### src/rtl/pong_pkg.sv
// Shared geometry defaults, FSM encoding, colours and small helpers for the Pong engine.
package pong_pkg;

    localparam int DEF_H_ACTIVE     = 640;
    localparam int DEF_V_ACTIVE     = 480;
    localparam int DEF_PADDLE_H     = 64;
    localparam int DEF_PADDLE_W     = 8;
    localparam int DEF_BALL_SIZE    = 8;
    localparam int DEF_BALL_SPEED   = 2;
    localparam int DEF_PADDLE_STEP  = 8;
    localparam int DEF_SCORE_MAX    = 9;
    localparam int DEF_POINT_FRAMES = 60;
    localparam int DEF_NUM_PLAYERS  = 2;

    // Both paddles sit this far in from their screen edge.
    localparam int PADDLE_MARGIN = 16;

    typedef enum logic [1:0] {
        ST_IDLE  = 2'd0,
        ST_PLAY  = 2'd1,
        ST_POINT = 2'd2,
        ST_OVER  = 2'd3
    } state_t;

    localparam logic [11:0] COL_BLACK = 12'h000;
    localparam logic [11:0] COL_BALL  = 12'hFFF;
    localparam logic [11:0] COL_LEFT  = 12'h0F0;
    localparam logic [11:0] COL_RIGHT = 12'hF00;
    localparam logic [11:0] COL_NET   = 12'h888;

    typedef logic signed [10:0] coord_t;

    typedef struct packed {
        state_t state;
        coord_t ball_x;
        coord_t ball_y;
        logic   dir_x;
        logic   dir_y;
        coord_t paddle_l;
        coord_t paddle_r;
    } debug_t;

    function automatic logic overlap(input coord_t ball_y, input coord_t paddle_y,
                                     input coord_t ball_size, input coord_t paddle_h);
        return (ball_y + ball_size > paddle_y) && (ball_y < paddle_y + paddle_h);
    endfunction

    function automatic coord_t paddle_move(input coord_t y, input logic inc, input logic dec,
                                           input coord_t step, input coord_t max_y);
        coord_t r;
        r = y;
        if (dec) r = (y - step < 0) ? coord_t'(0) : y - step;
        else if (inc) r = (y + step > max_y) ? max_y : y + step;
        return r;
    endfunction

endpackage

### src/rtl/quad_decoder.sv
// Rotary encoder front end: synchronises A/B and emits one pulse per rising edge of A.
module quad_decoder (
    input  logic clk,
    input  logic reset,
    input  logic a,
    input  logic b,
    output logic inc,
    output logic dec
);

    logic [1:0] a_sync;
    logic [1:0] b_sync;
    logic       a_prev;
    logic       rise;

    always_ff @(posedge clk) begin
        if (reset) begin
            a_sync <= 2'b00;
            b_sync <= 2'b00;
            a_prev <= 1'b0;
        end else begin
            a_sync <= {a_sync[0], a};
            b_sync <= {b_sync[0], b};
            a_prev <= a_sync[1];
        end
    end

    // B level at the A edge gives the turning direction.
    assign rise = a_sync[1] & ~a_prev;
    assign inc  = rise & b_sync[1];
    assign dec  = rise & ~b_sync[1];

endmodule

### src/rtl/pong_game_core.sv
// Pong engine: encoder-driven paddles, per-frame ball and scoring FSM, registered pixel colour.
module pong_game_core
    import pong_pkg::*;
#(
    parameter int H_ACTIVE     = DEF_H_ACTIVE,
    parameter int V_ACTIVE     = DEF_V_ACTIVE,
    parameter int PADDLE_H     = DEF_PADDLE_H,
    parameter int PADDLE_W     = DEF_PADDLE_W,
    parameter int BALL_SIZE    = DEF_BALL_SIZE,
    parameter int BALL_SPEED   = DEF_BALL_SPEED,
    parameter int PADDLE_STEP  = DEF_PADDLE_STEP,
    parameter int SCORE_MAX    = DEF_SCORE_MAX,
    parameter int POINT_FRAMES = DEF_POINT_FRAMES,
    parameter int NUM_PLAYERS  = DEF_NUM_PLAYERS
) (
    input  logic                   clk25,
    input  logic                   Reset,
    input  logic [NUM_PLAYERS-1:0] rota,
    input  logic [NUM_PLAYERS-1:0] rotb,
    input  logic                   serve,
    input  logic [9:0]             xpos,
    input  logic [9:0]             ypos,
    output logic [3:0]             red,
    output logic [3:0]             green,
    output logic [3:0]             blue,
    output logic [3:0]             score_l,
    output logic [3:0]             score_r,
    output logic                   game_over,
    output debug_t                 debug
);

    localparam coord_t BS        = coord_t'(BALL_SIZE);
    localparam coord_t SPEED     = coord_t'(BALL_SPEED);
    localparam coord_t PH        = coord_t'(PADDLE_H);
    localparam coord_t PW        = coord_t'(PADDLE_W);
    localparam coord_t STEP      = coord_t'(PADDLE_STEP);
    localparam coord_t HACT      = coord_t'(H_ACTIVE);
    localparam coord_t VACT      = coord_t'(V_ACTIVE);
    localparam coord_t PLX       = coord_t'(PADDLE_MARGIN);
    localparam coord_t PRX       = coord_t'(H_ACTIVE - PADDLE_MARGIN - PADDLE_W);
    localparam coord_t X_HIT_L   = coord_t'(PADDLE_MARGIN + PADDLE_W);
    localparam coord_t X_HIT_R   = coord_t'(H_ACTIVE - PADDLE_MARGIN - PADDLE_W - BALL_SIZE);
    localparam coord_t X_MAX     = coord_t'(H_ACTIVE - BALL_SIZE);
    localparam coord_t Y_MAX     = coord_t'(V_ACTIVE - BALL_SIZE);
    localparam coord_t P_MAX     = coord_t'(V_ACTIVE - PADDLE_H);
    localparam coord_t BALL_X0   = coord_t'((H_ACTIVE - BALL_SIZE) / 2);
    localparam coord_t BALL_Y0   = coord_t'((V_ACTIVE - BALL_SIZE) / 2);
    localparam coord_t PADDLE_Y0 = coord_t'((V_ACTIVE - PADDLE_H) / 2);
    localparam coord_t NET_X0    = coord_t'(H_ACTIVE / 2 - 1);
    localparam coord_t NET_X1    = coord_t'(H_ACTIVE / 2);
    localparam logic [3:0] SMAX  = 4'(SCORE_MAX);
    // Loaded one short so the freeze spans exactly POINT_FRAMES ticks.
    localparam logic [7:0] HOLD  = 8'(POINT_FRAMES - 1);

    state_t      state, state_next;
    coord_t      ball_x, ball_y, bx_next, by_next;
    logic        dir_x, dir_y, dx_next, dy_next;
    logic        serve_dir, serve_dir_next;
    logic [3:0]  sl_next, sr_next;
    logic [7:0]  point_cnt, cnt_next;
    coord_t      paddle_l, paddle_r;
    coord_t      step_x, step_y, nx, ny;
    logic        ndx, ndy;
    logic        inc_l, dec_l, inc_r, dec_r;
    logic        frame_tick;
    coord_t      px, py;
    logic [11:0] rgb, rgb_next;

    quad_decoder u_dec_l (.clk(clk25), .reset(Reset), .a(rota[0]), .b(rotb[0]), .inc(inc_l), .dec(dec_l));

    generate
        if (NUM_PLAYERS > 1) begin : g_right
            quad_decoder u_dec_r (.clk(clk25), .reset(Reset), .a(rota[1]), .b(rotb[1]), .inc(inc_r), .dec(dec_r));
        end else begin : g_wall
            assign inc_r = 1'b0;
            assign dec_r = 1'b0;
        end
    endgenerate

    assign frame_tick = (xpos == 10'd0) && (ypos == 10'(V_ACTIVE));

    always_ff @(posedge clk25) begin
        if (Reset) begin
            state     <= ST_IDLE;
            ball_x    <= BALL_X0;
            ball_y    <= BALL_Y0;
            dir_x     <= 1'b1;
            dir_y     <= 1'b1;
            serve_dir <= 1'b1;
            score_l   <= 4'd0;
            score_r   <= 4'd0;
            point_cnt <= 8'd0;
            paddle_l  <= PADDLE_Y0;
            paddle_r  <= PADDLE_Y0;
            rgb       <= COL_BLACK;
        end else begin
            state     <= state_next;
            ball_x    <= bx_next;
            ball_y    <= by_next;
            dir_x     <= dx_next;
            dir_y     <= dy_next;
            serve_dir <= serve_dir_next;
            score_l   <= sl_next;
            score_r   <= sr_next;
            point_cnt <= cnt_next;
            paddle_l  <= paddle_move(paddle_l, inc_l, dec_l, STEP, P_MAX);
            paddle_r  <= paddle_move(paddle_r, inc_r, dec_r, STEP, P_MAX);
            rgb       <= rgb_next;
        end
    end

    // dir_x/dir_y: 1 = moving towards +x/+y.
    always_comb begin
        state_next     = state;
        bx_next        = ball_x;
        by_next        = ball_y;
        dx_next        = dir_x;
        dy_next        = dir_y;
        serve_dir_next = serve_dir;
        sl_next        = score_l;
        sr_next        = score_r;
        cnt_next       = point_cnt;
        step_x         = dir_x ? ball_x + SPEED : ball_x - SPEED;
        step_y         = dir_y ? ball_y + SPEED : ball_y - SPEED;
        ny             = step_y;
        ndy            = dir_y;
        nx             = step_x;
        ndx            = dir_x;

        if (step_y <= 0) begin
            ny  = 0;
            ndy = 1'b1;
        end else if (step_y >= Y_MAX) begin
            ny  = Y_MAX;
            ndy = 1'b0;
        end
        if (!dir_x && step_x <= X_HIT_L && overlap(ny, paddle_l, BS, PH)) begin
            nx  = X_HIT_L;
            ndx = 1'b1;
        end else if (dir_x && step_x >= X_HIT_R && (NUM_PLAYERS == 1 || overlap(ny, paddle_r, BS, PH))) begin
            nx  = X_HIT_R;
            ndx = 1'b0;
        end

        if (frame_tick) begin
            case (state)
                ST_IDLE: if (serve) state_next = ST_PLAY;
                ST_PLAY: begin
                    if (nx <= 0) begin
                        state_next     = ST_POINT;
                        sr_next        = (score_r == SMAX) ? score_r : score_r + 4'd1;
                        cnt_next       = HOLD;
                        serve_dir_next = 1'b0;
                    end else if (nx >= X_MAX) begin
                        state_next     = ST_POINT;
                        sl_next        = (score_l == SMAX) ? score_l : score_l + 4'd1;
                        cnt_next       = HOLD;
                        serve_dir_next = 1'b1;
                    end else begin
                        bx_next = nx;
                        by_next = ny;
                        dx_next = ndx;
                        dy_next = ndy;
                    end
                end
                ST_POINT: begin
                    if (point_cnt == 8'd0) begin
                        state_next = (score_l == SMAX || score_r == SMAX) ? ST_OVER : ST_PLAY;
                        bx_next    = BALL_X0;
                        by_next    = BALL_Y0;
                        dx_next    = serve_dir;
                    end else begin
                        cnt_next = point_cnt - 8'd1;
                    end
                end
                ST_OVER: begin
                    if (serve) begin
                        state_next = ST_IDLE;
                        sl_next    = 4'd0;
                        sr_next    = 4'd0;
                    end
                end
                default: state_next = ST_IDLE;
            endcase
        end
    end

    always_comb begin
        px       = $signed({1'b0, xpos});
        py       = $signed({1'b0, ypos});
        rgb_next = COL_BLACK;
        if (px >= HACT || py >= VACT)
            rgb_next = COL_BLACK;
        else if (px >= ball_x && px < ball_x + BS && py >= ball_y && py < ball_y + BS)
            rgb_next = COL_BALL;
        else if (px >= PLX && px < PLX + PW && py >= paddle_l && py < paddle_l + PH)
            rgb_next = COL_LEFT;
        else if (px >= PRX && px < PRX + PW &&
                 (NUM_PLAYERS == 1 || (py >= paddle_r && py < paddle_r + PH)))
            rgb_next = COL_RIGHT;
        else if ((px == NET_X0 || px == NET_X1) && !ypos[4])
            rgb_next = COL_NET;
    end

    assign red       = rgb[11:8];
    assign green     = rgb[7:4];
    assign blue      = rgb[3:0];
    assign game_over = (state == ST_OVER);

    assign debug.state    = state;
    assign debug.ball_x   = ball_x;
    assign debug.ball_y   = ball_y;
    assign debug.dir_x    = dir_x;
    assign debug.dir_y    = dir_y;
    assign debug.paddle_l = paddle_l;
    assign debug.paddle_r = paddle_r;

endmodule
### config.mk
export PLATFORM = sky130hd
export DESIGN_NAME = pong_game_core
export DESIGN_NICKNAME = d
export VERILOG_FILES = /design/src/rtl/pong_pkg.sv /design/src/rtl/quad_decoder.sv /design/src/rtl/pong_game_core.sv
export SDC_FILE = /design/constraint.sdc
export NUM_CORES = 1
export LEC_CHECK = 0
export CAP_MARGIN = 20
export CORE_MARGIN = 2
export CORE_UTILIZATION = 45
export DETAILED_ROUTE_END_ITERATION = 16
export GPL_TIMING_DRIVEN = 1
export PLACE_DENSITY = 0.66
export SYNTH_ARGS = -nofsm -noshare
export SYNTH_HDL_FRONTEND = slang
export SYNTH_HIERARCHICAL = 1
export SYNTH_SLANG_ARGS = --single-unit
### constraint.sdc
create_clock -name clk25 -period 6.2 [get_ports clk25]
set_clock_uncertainty 0.15 [all_clocks]
set_input_delay 1.24 -clock clk25 [delete_from_list [all_inputs] [get_ports clk25]]
set_output_delay 1.24 -clock clk25 [all_outputs]
set_load 0.02 [all_outputs]
==> results of run 1 <==
report_power, final:
| part | switching, mW | total, mW | internal (mW) |
|---|---|---|---|
| Combinational | 0.106 | 0.185 | 0.0796 |
| Clock | 0.216 | 0.529 | 0.313 |
| Sequential | 0.00841 | 0.497 | 0.488 |
| Total | 0.330 | 1.21 | 0.881 |
cell usage after synthesis, types with 7 or more instances:
master	n	area share
a21o_1	18	0.018
o211ai_1	10	0.0099
nand2b_1	12	0.0099
buf_4	16	0.016
or3_1	12	0.0099
o31ai_1	8	0.0079
o21a_1	16	0.016
a31oi_1	16	0.013
xor2_1	17	0.020
clkbuf_1	21	0.010
a211oi_1	7	0.0069
nand3_1	28	0.018
dfxtp_1	75	0.20
nand2_1	48	0.024
o21ai_0	45	0.030
xnor2_1	32	0.037
nor4_1	12	0.0099
nor3_1	48	0.032
nor4b_1	8	0.0092
nand4_1	19	0.016
and3_1	9	0.0074
a21oi_1	67	0.044
nor3b_1	8	0.0079
inv_1	72	0.036
nor2b_1	29	0.024
nor2_1	66	0.033
o21ai_1	13	0.0086
ha_1	123	0.20
per-layer routing:
layer,share of wire,routed length [um]
met5,0,0
met4,0.020,423
met1,0.50,10500
met3,0.063,1330
met2,0.42,8970
path summary, 6_finish.rpt:
| check | startpoint | end | cells past startpoint |
|---|---|---|---|
| worst max register to register | dir_y$_SDFFE_PP1P_ | ball_x[1]$_SDFFE_PP0P_ | 23 |
| worst min-delay path | u_dec_l/b_sync[0]$_SDFF_PP0_ | u_dec_l/b_sync[1]$_SDFF_PP0_ | 1 |
| worst min register to register | u_dec_l/b_sync[0]$_SDFF_PP0_ | u_dec_l/b_sync[1]$_SDFF_PP0_ | 1 |
| worst max-delay path | dir_y$_SDFFE_PP1P_ | ball_x[1]$_SDFFE_PP0P_ | 23 |
cells by family (layout without fill, tap and decap cells):
family | count (synthesis) | after routing
other cells | 1 | 14
fa+ha+maj | 125 | 125
buf+inv | 114 | 191
flops | 75 | 75
simple gates | 326 | 326
xor+xnor | 49 | 49
compound gates | 266 | 266
mux | 2 | 2
worst register-to-register path: stages, from the launching register on:
cell      delay (ps)
dfxtp_1          410
inv_1            190
ha_1             330
a211oi_2         360
o211ai_1         210
a221oi_2         430
nor2_1           120
a31o_2           290
a21oi_2          220
ha_1             230
and3_1           170
xor2_1           150
nor2_1            80
ha_1             320
nand4_1          120
o221ai_1         200
nand3_1          100
nor4_1           180
nand2_1          130
o32a_2           500
a41oi_4          240
buf_4            280
nor3_1            80
a31o_1           200
registers in the layout (all words and copies together) (netlist names), 4 cells and up:
register and cells:
score_l 4, score_r 4, point_cnt 8, rgb 6, paddle_r 8, ball_y 11, ball_x 11, paddle_l 8
cells in the final DEF, fill, tap and decap left out, types with 28 or more instances in the layout:
cell type / Yosys / routed
dfxtp_1: 75 / 75
a21oi_1: 67 / 65
inv_1: 72 / 72
nor2_1: 66 / 66
o21ai_0: 45 / 45
xnor2_1: 32 / 32
ha_1: 123 / 123
nor3_1: 48 / 48
nand2_1: 48 / 48
clkdlybuf4s50_1: 0 / 88
nand3_1: 28 / 28
nor2b_1: 29 / 29
layout make-up:
type | instances | area, sq um
sequential | 75 | 1500
clock buffer | 10 | 229
clock inverter | 6 | 65.1
timing repair buffer | 103 | 991
inverter | 72 | 270
tap | 220 | 275
multi-input combinational | 782 | 5650
fill | 1603 | 7550
through the flow:
step	cells	power [mW]	setup slack, ps	area (sq um)	utilization
6_report	1268	1.21	407	8980	0.543
3_3_place_gp	1252	0.688	443	8660	0.524
2_1_floorplan	971	0.626	1010	7640	-
4_1_cts	1268	1.22	214	8950	0.542
5_1_grt	1268	1.27	20.4	8980	0.543
3_5_place_dp	1252	0.690	251	8660	0.524
==> impl_metrics.tcl, run 1 <==
set metrics [dict create \
    ys_dominant_reg_cell "dfxtp_1" \
    synth.area.mux_share 0.00264 \
    startpoint_type "flop" \
    cts.sinks 75 \
    gp_congestion 0.920 \
    routed_wl_um 21300 \
    cts_made_buffers 9 \
    ios 96 \
    port_buffers 89 \
    first_pass_iters 5 \
    met2_usage 0.361 \
    grt_usage 0.240 \
    crit_buf_inv 2 \
    slowest_stage "o32a_2" \
    timing_worst_setup_path_type "flop to flop" \
    hold_viol 0 \
    worst_ep_arrival_time_ps 5880 \
    vias_per_cell 5.76 \
    core_area_sq_mm 0.0165 \
    worstHoldPathType "flop to flop" \
    synthAdderAreaFrac 0.208 \
    max_stage_delay_ps 500 \
    ys_seq_area_frac 0.198 \
    synth_edf_count 0 \
    cts_tree "done" \
    tns_ps 0 \
    drive_above_1_share 0.0534 \
    dr.first_iter.drc_count 448 \
    synth-async-reset-ratio 0 \
    syn_area_sq_mm 0.00759 \
    cts-hold-fix-buffers 0 \
    layout.nets 1195 \
    cts_root_buf "clkbuf_16" \
    status "complete, no violations" \
    powerDensity_mw_per_mm2 135 \
    path_max_fanout 25 \
    grt_first_pass_wirelength_um 34600 \
    relSlewSlack 0.454 \
    max_freq_mhz 173 \
    synth_top_family_by_area "compound AO/OA/AOI/OAI gates" \
    initial_utilization 0.459 \
    ctsResizeCount 0 \
    post-route-period-util 0.934 \
    clock_latency_ps 340 \
    std_cell_rows 47 \
    grt_antenna_before_repair 0 \
    syn_inst 958 \
    worstPathCellList "inv_1 > ha_1 > a211oi_2 > o211ai_1 > a221oi_2 > nor2_1 > a31o_2 > a21oi_2 > ha_1 > and3_1 > xor2_1 > nor2_1 > ha_1 > nand4_1 > o221ai_1 > nand3_1 > nor4_1 > nand2_1 > o32a_2 > a41oi_4 > buf_4 > nor3_1 > a31o_1" \
    cpMostUsedCell "ha_1" \
    tightest_slew_ps 799 \
    setup_viol 0 \
    met3_usage 0.0503 \
    met1_usage 0.344 \
    rsz0062_at_grt "no" \
    syn_area_per_cell_sq_um 7.92 \
    cts_setup_buffers 0 \
    drv_cap 0 \
    die_h_um 134 \
    hpwl_um 16700 \
    path_clk_slew_ps 60 \
    clockBufferDepth 2 \
    cp-end-kind "flop" \
    die-area_sq_mm 0.0179 \
    cp.required_ps 6280 \
    h-tree-depth 3 \
    ys_ff_latch 75 \
    yosysUniqueCellTypes 79 \
    crit_family "compound AO/OA/AOI/OAI gates" \
    p_leak_nw 3.86 \
    area_growth_pct 18.3 \
    vdd_drop_max_uv 128 \
    synth-compound-area-share 0.238 \
    grt_pass1_vias 6680 \
    fp.dieW_um 134 \
    busiest_layer "met2" \
    ys_warn_count 6 \
    holdWs_ps 283 \
    num_vias 7309 \
    overflow 0 \
    finalMaxSlewViolations 0 \
    r2r_slack_ps 410 \
    finalCriticalPeriod_ps 5790 \
    drc 0 \
    grt_max_degree 59 \
    routedWlPerCell_um 16.8 \
    synth_xor_area_frac 0.0566 \
    yosys.area_share.simple 0.229 \
    diodes 0 \
    ant_nets 0 \
]
(Power assumes the default switching activity.)
==> inputs of run 2 (changes only) <==
--- a/config.mk
+++ b/config.mk
@@ -8,9 +8,11 @@
 export CAP_MARGIN = 20
 export CORE_MARGIN = 2
 export CORE_UTILIZATION = 45
+export CTS_BUF_LIST = sky130_fd_sc_hd__clkbuf_4
 export DETAILED_ROUTE_END_ITERATION = 16
 export GPL_TIMING_DRIVEN = 1
 export PLACE_DENSITY = 0.66
+export RECOVER_POWER = 100
 export SYNTH_ARGS = -nofsm -noshare
 export SYNTH_HDL_FRONTEND = slang
 export SYNTH_HIERARCHICAL = 1
==> run 2 against run 1 <==
Cell count barely moved; hold slack improved by 16 ps; design area fell by 1.7%; sequential cell count did not move; first-iteration DRC count rose by 8.5%; wire length rose by 0.12%; register-to-register slack barely moved; critical path depth did not move; die area did not move; core utilization fell by 0.92 points; maximum frequency barely moved; clock power fell by 39%; critical path type unchanged; critical endpoint unchanged.
==> impl_metrics.tcl, run 2 (synthesized netlist as in run 1, its figures left out) <==
set metrics [dict create \
    status "complete, no violations" \
    ant_nets 0 \
    startpoint_type "flop" \
    timing_worst_setup_path_type "flop to flop" \
    grt_max_degree 59 \
    cts.sinks 75 \
    overflow 0 \
    grt_first_pass_wirelength_um 34500 \
    drive_above_1_share 0.0534 \
    p_leak_nw 3.89 \
    first_pass_iters 5 \
    worstHoldPathType "flop to flop" \
    grt_antenna_before_repair 2 \
    path_clk_slew_ps 130 \
    finalMaxSlewViolations 0 \
    tns_ps 0 \
    grt_usage 0.239 \
    vdd_drop_max_uv 85.0 \
    largestRegisters "ball_x (11), ball_y (11)" \
    h-tree-depth 3 \
    intPower_mw 0.694 \
    slowest_stage "o32a_2" \
    rsz0062_at_grt "no" \
    worstPathCellList "inv_1 > ha_1 > a211oi_2 > o211ai_1 > a221oi_2 > nor2_1 > a31o_2 > a21oi_1 > ha_1 > and3_1 > xor2_1 > nor2_1 > ha_1 > nand4_1 > o221ai_1 > nand3_1 > nor4_1 > nand2_1 > o32a_2 > a41oi_4 > buf_4 > nor3_1 > a31o_1" \
    r2r_slack_ps 400 \
    fillerInstances 1635 \
    dpl_cell_area_sq_mm 0.00866 \
    num_vias 7376 \
    routed_wl_um 21300 \
    area_growth_pct 16.3 \
    fp.dieW_um 134 \
    met2_usage 0.360 \
    cts_tree "done" \
    tightest_slew_ps 797 \
    hpwl_um 16700 \
    initial_utilization 0.459 \
    crit_family "compound AO/OA/AOI/OAI gates" \
    sw_frac_of_total 0.307 \
    setup_viol 0 \
    crit_start "dir_y$_SDFFE_PP1P_" \
    cts_setup_buffers 0 \
    cts-hold-fix-buffers 0 \
    final_common_cell "ha_1" \
    worst_ep_arrival_time_ps 6000 \
    r2r_start "dir_y$_SDFFE_PP1P_" \
    p_sw_mw 0.307 \
    path_max_fanout 25 \
    core_area_sq_mm 0.0165 \
    max_freq_mhz 173 \
    layout.nets 1195 \
    busiest_layer "met2" \
    gp_congestion 0.920 \
    layout.cells.most_common_list "ha_1, dfxtp_1, inv_1, nor2_1, a21oi_1" \
    die-area_sq_mm 0.0179 \
    seq_power_share 0.496 \
    powerDensity_mw_per_mm2 113 \
    power_frac_comb 0.184 \
    std_cell_rows 47 \
    cpMostUsedCell "ha_1" \
    cp-end-kind "flop" \
    finalInstanceArea_sq_mm 0.00882 \
    hold_viol 0 \
    met1_usage 0.346 \
    port_buffers 89 \
    drc 0 \
    relSlewSlack 0.455 \
    cp.required_ps 6410 \
    routedWlPerCell_um 16.8 \
    finalCriticalPeriod_ps 5800 \
    ios 96 \
    cts_made_buffers 9 \
    grt_pass1_vias 6656 \
    clock_latency_ps 460 \
    drv_cap 0 \
    crit_buf_inv 2 \
    dr.first_iter.drc_count 486 \
    clockPowerShare 0.320 \
    cts_root_buf "clkbuf_4" \
    worstHoldStart "u_dec_l/b_sync[0]$_SDFF_PP0_" \
    max_stage_delay_ps 500 \
    met3_usage 0.0461 \
    clockBufferDepth 2 \
    vias_per_cell 5.81 \
    post-route-period-util 0.935 \
    die_h_um 134 \
]
[run 2: layout make-up]
class / instances / area [sq um] / area share
Multi-Input combinational cell: 782 / 5650 / 0.640
Sequential cell: 75 / 1500 / 0.170
Tap cell: 220 / 275 / 0.0312
Clock inverter: 6 / 65.1 / 0.00737
Inverter: 72 / 270 / 0.0306
Timing Repair Buffer: 103 / 990 / 0.112
Clock buffer: 10 / 75.1 / 0.00851
Antenna cell: 1 / 2.50 / 0.000284
[run 2: layer usage]
layer | routed length (um) | part of all wire
met5 | 0 | 0
met4 | 431 | 0.020
met3 | 1320 | 0.062
met2 | 9010 | 0.42
met1 | 10500 | 0.49
[run 2: worst paths after layout]
| path | endpoint | cells past startpoint |
|---|---|---|
| worst max-delay path | ball_x[1]$_SDFFE_PP0P_ | 23 |
| worst min register to register | u_dec_l/b_sync[1]$_SDFF_PP0_ | 1 |
| worst max register to register | ball_x[1]$_SDFFE_PP0P_ | 23 |
| worst min-delay path | u_dec_l/b_sync[1]$_SDFF_PP0_ | 1 |
[run 2: power groups by stage]
stage	Clock, mW	Sequential [mW]	Combinational [mW]
floorplan	0	0.509	0.117
global placement	0	0.507	0.180
detailed placement	0	0.508	0.182
CTS	0.331	0.497	0.184
global route	0.349	0.498	0.208
finish	0.321	0.497	0.184
[run 2: timing repair]
item / in CTS / in global routing
endpoints found under the setup margin: 0 / 37
hold endpoints to repair: 0 / 0
gates resized for setup: 0 / 5
[run 2: through the flow]
step / cells / setup WS (ps) / power, mW / utilization / hold slack (ps)
2_1_floorplan: 971 / 1010 / 0.626 / - / 264
3_3_place_gp: 1252 / 443 / 0.688 / 0.524 / 266
3_5_place_dp: 1252 / 251 / 0.690 / 0.524 / 272
4_1_cts: 1268 / 201 / 1.01 / 0.533 / 304
5_1_grt: 1269 / 12.5 / 1.06 / 0.534 / 318
6_report: 1269 / 405 / 1.00 / 0.534 / 299
